File: src/rtl/npu_pkg.sv
// Shared line geometry and streamer state encoding.
package npu_pkg;

    localparam int LINE_LEN = 32;
    localparam int PIX_W    = 8;

    typedef enum logic [1:0] {
        IDLE  = 2'd0,
        START = 2'd1,
        SEND  = 2'd2,
        DONE  = 2'd3
    } stream_state_t;

endpackage

File: src/rtl/line_buffer.sv
// One line of pixels: synchronous host write, combinational read for the streamer.
module line_buffer #(
    parameter int LINE_LEN = 32,
    parameter int PIX_W    = 8,
    parameter int ADDR_W   = $clog2(LINE_LEN)
) (
    input  logic              clk,
    input  logic              i_wr_en,
    input  logic [ADDR_W-1:0] i_wr_addr,
    input  logic [PIX_W-1:0]  i_wr_data,
    input  logic [ADDR_W-1:0] i_rd_addr,
    output logic [PIX_W-1:0]  o_rd_data
);

    // Contents survive reset; only the streamer control is cleared.
    logic [PIX_W-1:0] r_mem [LINE_LEN];

    always_ff @(posedge clk) begin
        if (i_wr_en) begin
            r_mem[i_wr_addr] <= i_wr_data;
        end
    end

    assign o_rd_data = r_mem[i_rd_addr];

endmodule

File: src/rtl/pixel_line_streamer.sv
// Streams a buffered pixel line downstream with a start pulse, ready/valid
// handshake and a done pulse.
//
// state | meaning
// IDLE  | waiting for go; host may write the line buffer
// START | one-cycle frame-start pulse
// SEND  | presenting buf[idx], advancing on tx_ready
// DONE  | one-cycle done pulse after the last pixel is accepted
module pixel_line_streamer
    import npu_pkg::stream_state_t, npu_pkg::IDLE, npu_pkg::START, npu_pkg::SEND, npu_pkg::DONE;
#(
    parameter int LINE_LEN = npu_pkg::LINE_LEN,
    parameter int PIX_W    = npu_pkg::PIX_W
) (
    input  logic                        clk,
    input  logic                        rst,
    input  logic                        wr_en,
    input  logic [$clog2(LINE_LEN)-1:0] wr_addr,
    input  logic [PIX_W-1:0]            wr_data,
    input  logic                        go,
    output logic                        start,
    output logic                        tx_valid,
    output logic [PIX_W-1:0]            tx_data,
    input  logic                        tx_ready,
    output logic                        busy,
    output logic                        done
);

    localparam int ADDR_W = $clog2(LINE_LEN);
    localparam logic [ADDR_W-1:0] LAST_IDX = ADDR_W'(LINE_LEN - 1);

    stream_state_t     r_state;
    logic [ADDR_W-1:0] r_idx;
    logic              r_start;
    logic              r_tx_valid;
    logic              r_done;
    logic              r_busy;

    logic              w_buf_wr;
    logic [PIX_W-1:0]  w_rd_data;

    // Host writes are dropped during a frame so the streamed line stays stable.
    assign w_buf_wr = wr_en && !r_busy;

    line_buffer #(
        .LINE_LEN (LINE_LEN),
        .PIX_W    (PIX_W),
        .ADDR_W   (ADDR_W)
    ) u_line_buffer (
        .clk       (clk),
        .i_wr_en   (w_buf_wr),
        .i_wr_addr (wr_addr),
        .i_wr_data (wr_data),
        .i_rd_addr (r_idx),
        .o_rd_data (w_rd_data)
    );

    always_ff @(posedge clk or posedge rst) begin
        if (rst) begin
            r_state    <= IDLE;
            r_idx      <= '0;
            r_start    <= 1'b0;
            r_tx_valid <= 1'b0;
            r_done     <= 1'b0;
            r_busy     <= 1'b0;
        end else begin
            case (r_state)
                IDLE: begin
                    if (go) begin
                        r_state <= START;
                        r_start <= 1'b1;
                        r_busy  <= 1'b1;
                    end
                end
                START: begin
                    r_state    <= SEND;
                    r_idx      <= '0;
                    r_start    <= 1'b0;
                    r_tx_valid <= 1'b1;
                end
                SEND: begin
                    if (tx_ready) begin
                        if (r_idx == LAST_IDX) begin
                            r_state    <= DONE;
                            r_idx      <= '0;
                            r_tx_valid <= 1'b0;
                            r_done     <= 1'b1;
                        end else begin
                            r_idx <= r_idx + ADDR_W'(1);
                        end
                    end
                end
                DONE: begin
                    r_state <= IDLE;
                    r_done  <= 1'b0;
                    r_busy  <= 1'b0;
                end
                default: begin
                    r_state    <= IDLE;
                    r_idx      <= '0;
                    r_start    <= 1'b0;
                    r_tx_valid <= 1'b0;
                    r_done     <= 1'b0;
                    r_busy     <= 1'b0;
                end
            endcase
        end
    end

    assign start    = r_start;
    assign tx_valid = r_tx_valid;
    assign done     = r_done;
    assign busy     = r_busy;
    assign tx_data  = r_tx_valid ? w_rd_data : '0;

endmodule
File: config.mk
export PLATFORM = sky130hd
export DESIGN_NAME = pixel_line_streamer
export DESIGN_NICKNAME = d
export VERILOG_FILES = /design/src/rtl/npu_pkg.sv /design/src/rtl/line_buffer.sv /design/src/rtl/pixel_line_streamer.sv
export SDC_FILE = /design/constraint.sdc
export NUM_CORES = 1
export LEC_CHECK = 0
export BUFFER_PORTS_ARGS = -buffer_cell sky130_fd_sc_hd__buf_4
export CORE_ASPECT_RATIO = 1.2
export CORE_MARGIN = 4
export CORE_UTILIZATION = 62
export DETAILED_ROUTE_END_ITERATION = 12
export GPL_TIMING_DRIVEN = 0
export PLACE_DENSITY = 0.79
export SKIP_LAST_GASP = 1
export SYNTH_ARGS = -nofsm -noshare
export SYNTH_HDL_FRONTEND = slang
export SYNTH_SLANG_ARGS = --single-unit
File: constraint.sdc
create_clock -name clk -period 2.84 [get_ports clk]
set_clock_uncertainty 0.05 [all_clocks]
set_input_delay 0.568 -clock clk [delete_from_list [all_inputs] [get_ports clk]]
set_output_delay 0.568 -clock clk [all_outputs]
set_load 0.02 [all_outputs]
==> results of run 1 <==
-- cell families after synthesis --
kind of cell / Yosys count / share of synthesized area [%]
muxes: 97 / 15.9
and+or+nand+nor: 78 / 3.60
AOI/OAI and AO/OA: 53 / 3.23
buffers and inverters: 31 / 1.44
DFF: 267 / 75.0
adders and majority gates: 7 / 0.825
-- Yosys cell counts --
| cell | number | area [um^2] |
|---|---|---|
| a32o_1 | 1 | 10.0 |
| o21ai_0 | 10 | 50.1 |
| or3b_2 | 3 | 26.3 |
| mux2i_1 | 32 | 320 |
| and3_1 | 1 | 6.26 |
| inv_1 | 5 | 18.8 |
| nor2b_1 | 4 | 25.0 |
| clkbuf_1 | 12 | 45.0 |
| a21oi_1 | 11 | 55.1 |
| buf_4 | 4 | 30.0 |
| mux2_2 | 9 | 101 |
| o22a_1 | 1 | 8.76 |
| edfxtp_1 | 256 | 7690 |
| nand3b_1 | 3 | 22.5 |
| and2_1 | 1 | 6.26 |
| dfrtp_1 | 11 | 275 |
| or3_1 | 2 | 12.5 |
| o22ai_1 | 8 | 50.1 |
| nor2_1 | 37 | 139 |
| ha_1 | 7 | 87.6 |
| a22o_1 | 4 | 35.0 |
| nand3_1 | 2 | 10.0 |
| nor3b_1 | 8 | 60.1 |
| a21o_1 | 1 | 7.51 |
| nand4b_1 | 1 | 8.76 |
| a31oi_1 | 1 | 6.26 |
| nand2_1 | 14 | 52.6 |
| buf_6 | 2 | 22.5 |
| nand2b_1 | 2 | 12.5 |
| buf_1 | 3 | 11.3 |
| buf_2 | 5 | 25.0 |
| a22oi_1 | 16 | 120 |
| mux4_2 | 56 | 1260 |
-- what timing repair did --
action / in CTS / in global routing
setup endpoints to repair: 8 / 8
resized for setup: 26 / 11
setup buffers: 4 / 5
endpoints found under the hold margin: 1 / 0
hold buffers: 1 / 0
pin swaps: 3 / 2
-- final cells by class --
class / instances / area (um^2) / area share, %
clock inverters: 18 / 158 / 1.30
flip-flops and latches: 267 / 7960 / 65.8
well taps: 216 / 270 / 2.23
clock buffers: 26 / 629 / 5.20
inverters: 5 / 18.8 / 0.155
plain buffers: 25 / 198 / 1.63
multi-input cells: 235 / 2560 / 21.2
repair buffers: 39 / 295 / 2.44
-- metrics by stage --
stage | util, % | cell area [um^2] | cells | TNS, ns | hold slack, ns
3_5_place_dp | 65.9 | 11100 | 778 | -2.71 | 0.466
5_1_grt | 71.8 | 12100 | 831 | -4.47 | 0.319
3_3_place_gp | 65.9 | 11100 | 778 | -2.64 | 0.446
4_1_cts | 71.3 | 12000 | 827 | -4.12 | 0.292
6_report | 71.8 | 12100 | 831 | -3.98 | 0.305
2_1_floorplan | - | 10600 | 533 | 0 | 0.370
-- registers in the layout (all words and copies together), names as in the netlist --
signal	cells
tx_valid	1
done	1
u_line_buffer.r_mem	256
busy	1
r_idx	5
r_state	2
start	1
-- worst max-delay path, delay by kind of cell, from the launching register on --
kind | cells | cell delay (ns)
mux | 2 | 1.08
buf+inv | 2 | 0.35
compound gates | 1 | 0.23
flops | 1 | 0.46
simple gates | 1 | 0.11
-- power groups by stage --
stage               Combinational [uW]  Clock [uW]  Sequential [uW]
floorplan                         1280           0             4530
global route                      2230        3460             4460
detailed placement                1910           0             4530
CTS                               2040        3270             4450
global placement                  1850           0             4520
finish                            2100        3240             4450
-- final timing paths --
check	to	depth (start not counted)	slack, ns
worst min-delay path	busy$_DFFE_PP0P_	3	0.31
worst max register to register	u_line_buffer.r_mem[29][1]$_DFFE_PP_	4	0.33
worst max-delay path	tx_data[1]	6	-0.53
min in group asynchronous	start$_DFFE_PP0P_	3	0.57
max in group asynchronous	r_idx[0]$_DFFE_PP0P_	3	1.84
worst min register to register	start$_DFFE_PP0P_	2	0.47
-- layer usage --
metal	wire (um)	global-route usage, %
met2	11600	41.1
met4	580	7.30
met5	0	0
met3	1580	4.06
met1	8450	32.1
==> metrics.txt, run 1 <==
status=finished, violations left; failing checks=setup timing; Sink Count=~270; RSZ-0062 raised after global routing=true; CP dominant cell by count=mux4_2; achievable clock frequency=~300 MHz; critical path cell sequence=buf_12, mux4_2, mux4_2, o22ai_1, nor3b_1, buf_4; Yosys cell types=33; wire length per cell=roughly 27 um; Leakage=0.00389 uW; post-route setup slack=-0.533 ns; first-pass GRT wire length=33900 um; commonest non-fill, non-tap cell in the layout=edfxtp_1; HPWL Detailed=approximately 14000 um; Final Max Slew Viols=0; initial core utilization=between 60% and 70%; Avg Cell Area, Syn=around 20 um^2; CTS max path bufs=3; die height=151 um; critical path data required time=around 2.2 ns; YS warnings=0; CP startpoint kind=flip-flop; Synth Net Count=roughly 560; die width=roughly 130 um; Slew headroom=between 30 and 40%; commonest cells after routing, fill and taps aside=256 x edfxtp_1, 56 x mux4_2, 42 x buf_4; crit path capture type=output pin; Clock Latency Late Sink=around 0.5 ns; ANT nets after route=0; CTS tree=yes; H-tree depth=1; Hold Path Origin=go; endpoints failing hold=0; # nets final=approximately 620; Tot GR Track Use=about a quarter; initial DRC count=609; overall die area=just under 0.02 mm^2; share of cells above drive strength 1=roughly 28%; switching fraction of total power=25.9%; diode count=0; vias per inst=6.46; Mapped Area=0.0106 mm^2; Root Buffer=clkbuf_16; core area=roughly 0.017 mm^2; Max Cap Violations=0; Critical Path Max Stage Delay=around 0.55 ns; Worst-Margin Slew=approximately 0.95 ns; CTS Buf Count=25; Slowest-stage cell, CP=mux4_2; largest net degree at the start of global routing=33; Peak supply drop=between 0.0006 and 0.0007 V; pre-CTS setup slack=-0.401 ns; Total Wirelength=roughly 22000 um; P_int=just over 7000 uW; DR vias=5370; period utilisation layout=119%; crit-path max FO=10; vias in the first global route=5604; area delta synth->final=14.0%; Arr. time, crit path=approximately 2.8 ns; Clk pwr share=between 30% and 40%; post-layout minimum cycle time=~3.4 ns; final setup fails=8; gpl congestion=roughly 0.91; Power Dens Cells=809 mW/mm^2; drt drc=0; CP Class=flip-flop to output pin; flops & latches, synth=267; grt ovf=0; CP Launch Point=r_idx[0]$_DFFE_PP0P_; Synth Instances=about 530; # rows=52; initial antenna violation count=0; Worst-path clk slew=around 0.060 ns; Comb power frac=21.4%; switching pwr=between 2000 and 3000 uW; Port Buffer Count=29; worst r2r src=busy$_DFFE_PP0P_; sequential share of power=45.5%; Power Total=around 10000 uW; number of fill cells=1000; drt first pass iters=7; Seq/Total Area, Yosys=roughly 75%; IO Count=30; Min-Delay Path Class=input pin to flip-flop
Note: power is estimated with default switching activity, not from simulation.
==> run 2, diff against run 1 <==
--- a/config.mk
+++ b/config.mk
@@ -5,7 +5,7 @@
 export SDC_FILE = /design/constraint.sdc
 export NUM_CORES = 1
 export LEC_CHECK = 0
-export BUFFER_PORTS_ARGS = -buffer_cell sky130_fd_sc_hd__buf_4
+export BUFFER_PORTS_ARGS = -buffer_cell sky130_fd_sc_hd__buf_2
 export CORE_ASPECT_RATIO = 1.2
 export CORE_MARGIN = 4
 export CORE_UTILIZATION = 62
==> run 2 against run 1 <==
- the run still ends with setup timing left
- die area did not move
- critical path type unchanged
- first-iteration DRC count rose by 0.66%
- clock power fell by 5%
- fmax rose by 1.1%
- register-to-register slack got worse by 0.11 ns
- core utilization fell by 0.72 points
- routed wire length fell by 0.11%
- worst hold slack got worse by 0.0044 ns
==> metrics.txt, run 2 (synthesis gave the netlist of run 1 again) <==
status=finished, violations left; crit-path max FO=6 (-4); initial DRC count=613 (+0.66%); dpl cell area=0.0110 mm^2 (-0.65%); Max Cap Violations=0 (unchanged); RSZ-0062 raised after global routing=true; drt drc=0 (unchanged); met1 usage=31.7% (-0.37 points); worst r2r src=busy$_DFFE_PP0P_; post-layout util=71.1% (-0.72 points); period utilisation layout=117% (-1.3 points); Worst-Margin Slew=0.881 ns (-0.0692 ns); gpl congestion=0.921 (+1.6%); CP startpoint kind=flip-flop; core area=0.0169 mm^2 (unchanged); # nets final=617 (-0.96%); HPWL Detailed=13800 um (+0.54%); area delta synth->final=12.9%; Root Buffer=clkbuf_16; final std cells w/o fill=826 (-0.60%); endpoints failing hold=0 (unchanged); CTS max path bufs=3 (unchanged); number of fill cells=990 (-1.0%); vias in the first global route=5581 (-0.41%); commonest non-fill, non-tap cell in the layout=edfxtp_1; achievable clock frequency=300 MHz (+1.1%); DR vias=5335 (-0.65%); failing checks=setup timing; Leakage=0.00382 uW (-1.6%); Hold Path Origin=go; post-layout minimum cycle time=3.33 ns (-0.0379 ns); Clock Latency Late Sink=0.51 ns (about the same); first-pass GRT wire length=33600 um (-0.84%); wire length per cell=26.9 um (+0.50%); cell area after layout=0.0120 mm^2 (-1.0%); ANT nets after route=0 (unchanged); CTS Buf Count=24 (-4.0%); largest net degree at the start of global routing=33 (unchanged); CP Launch Point=r_idx[0]$_DFFE_PP0P_; max reg flops=256 (unchanged); IO Count=30 (unchanged); commonest cells after routing, fill and taps aside=256 x edfxtp_1, 56 x mux4_2, 37 x nor2_1; initial core utilization=63.0% (unchanged); Worst-path clk slew=0.07 ns (about the same); biggest regs=u_line_buffer.r_mem x256, r_idx x5, r_state x2; # rows=52 (unchanged); CTS tree=yes; Largest Register=u_line_buffer.r_mem; overall die area=0.0193 mm^2 (unchanged); H-tree depth=1 (unchanged); busiest layer in global routing=met2; Final Max Slew Viols=0 (unchanged); initial antenna violation count=0 (unchanged); Min-Delay Path Class=input pin to flip-flop; share of cells above drive strength 1=27.2% (-0.59 points); grt ovf=0 (unchanged); Port Buffer Count=29 (unchanged); vias per inst=6.46 (about the same); Tot GR Track Use=23.8% (-0.21 points); die height=151 um (unchanged); Slew headroom=41.0% (+4.6 points); post-route setup slack=-0.495 ns (+0.0379 ns); Total Wirelength=22200 um (-0.11%); GR Util met3=3.95% (-0.11 points); Power Dens Cells=799 mW/mm^2 (-1.3%); critical path data required time=2.22 ns (about the same); GR Util met2=41.5% (+0.40 points); Sink Count=267 (unchanged); Post-Place Cells=778 (unchanged); crit path capture type=output pin; hold_ws=0.301 ns (-0.00439 ns); final setup fails=8 (unchanged); Arr. time, crit path=2.72 ns (-0.03 ns); drt first pass iters=5 (-2); CP Class=flip-flop to output pin; die width=127 um (unchanged); Peak supply drop=0.000618 V (-5.7%); diode count=0 (unchanged)
-- run 2: cell count changes in the layout (fill, tap and decap cells not counted), sizes merged --
cell | before | now
buf | 51 | 46
bufinv | 3 | 0
clkbuf | 38 | 47
clkinv | 14 | 8
-- run 2: final timing paths --
path,to,cells after the start,slack (ns)
worst max-delay path,tx_data[0],7,-0.49
worst min-delay path,busy$_DFFE_PP0P_,3,0.30
worst max register to register,u_line_buffer.r_mem[21][1]$_DFFE_PP_,4,0.22
worst min register to register,start$_DFFE_PP0P_,2,0.47
max in group asynchronous,r_idx[0]$_DFFE_PP0P_,3,1.85
min in group asynchronous,busy$_DFFE_PP0P_,3,0.55
-- run 2: cell type report --
| class | count | area [um^2] | share of cell area [%] |
|---|---|---|---|
| flip-flops and latches | 267 | 7960 | 66.5 |
| inverters | 5 | 18.8 | 0.157 |
| multi-input cells | 235 | 2560 | 21.4 |
| clock inverters | 9 | 41.3 | 0.345 |
| plain buffers | 25 | 193 | 1.61 |
| clock buffers | 35 | 723 | 6.04 |
| well taps | 216 | 270 | 2.26 |
| repair buffers | 34 | 208 | 1.73 |
-- run 2: routing by layer --
layer	vias to the layer above	routed length (um)
li1	2294	-
met1	2767	8420
met2	234	11800
met3	40	1480
met4	0	495
met5	-	0
-- run 2: per-stage QoR --
step | setup slack (ns) | total power (uW) | TNS [ns]
after floorplan | 0.293 | 5810 | 0
after global placement | -0.397 | 6330 | -2.61
after detailed placement | -0.406 | 6380 | -2.64
after CTS | -0.465 | 9540 | -3.60
after global routing | -0.536 | 9890 | -4.14
final | -0.495 | 9560 | -3.68
-- run 2: power by group --
| group | internal (uW) | total [uW] | switching [uW] |
|---|---|---|---|
| clock | 1760 | 3090 | 1320 |
| sequential | 4390 | 4450 | 63.3 |
| combinational | 934 | 2020 | 1090 |
-- run 2: repair_timing --
item	4_1_cts	5_1_grt
setup buffers	4	0
endpoints found under the setup margin	8	8
resized for setup	25	14
pin swaps	4	1
hold endpoints to repair	4	0
hold buffers	1	0
-- run 2: critical path, stage by stage (launching register included) --
cell     delay [ns]
dfrtp_2        0.46
buf_12         0.15
buf_12         0.12
mux4_2         0.53
mux4_2         0.51
o22ai_1        0.18
nor3b_1        0.09
buf_2          0.17
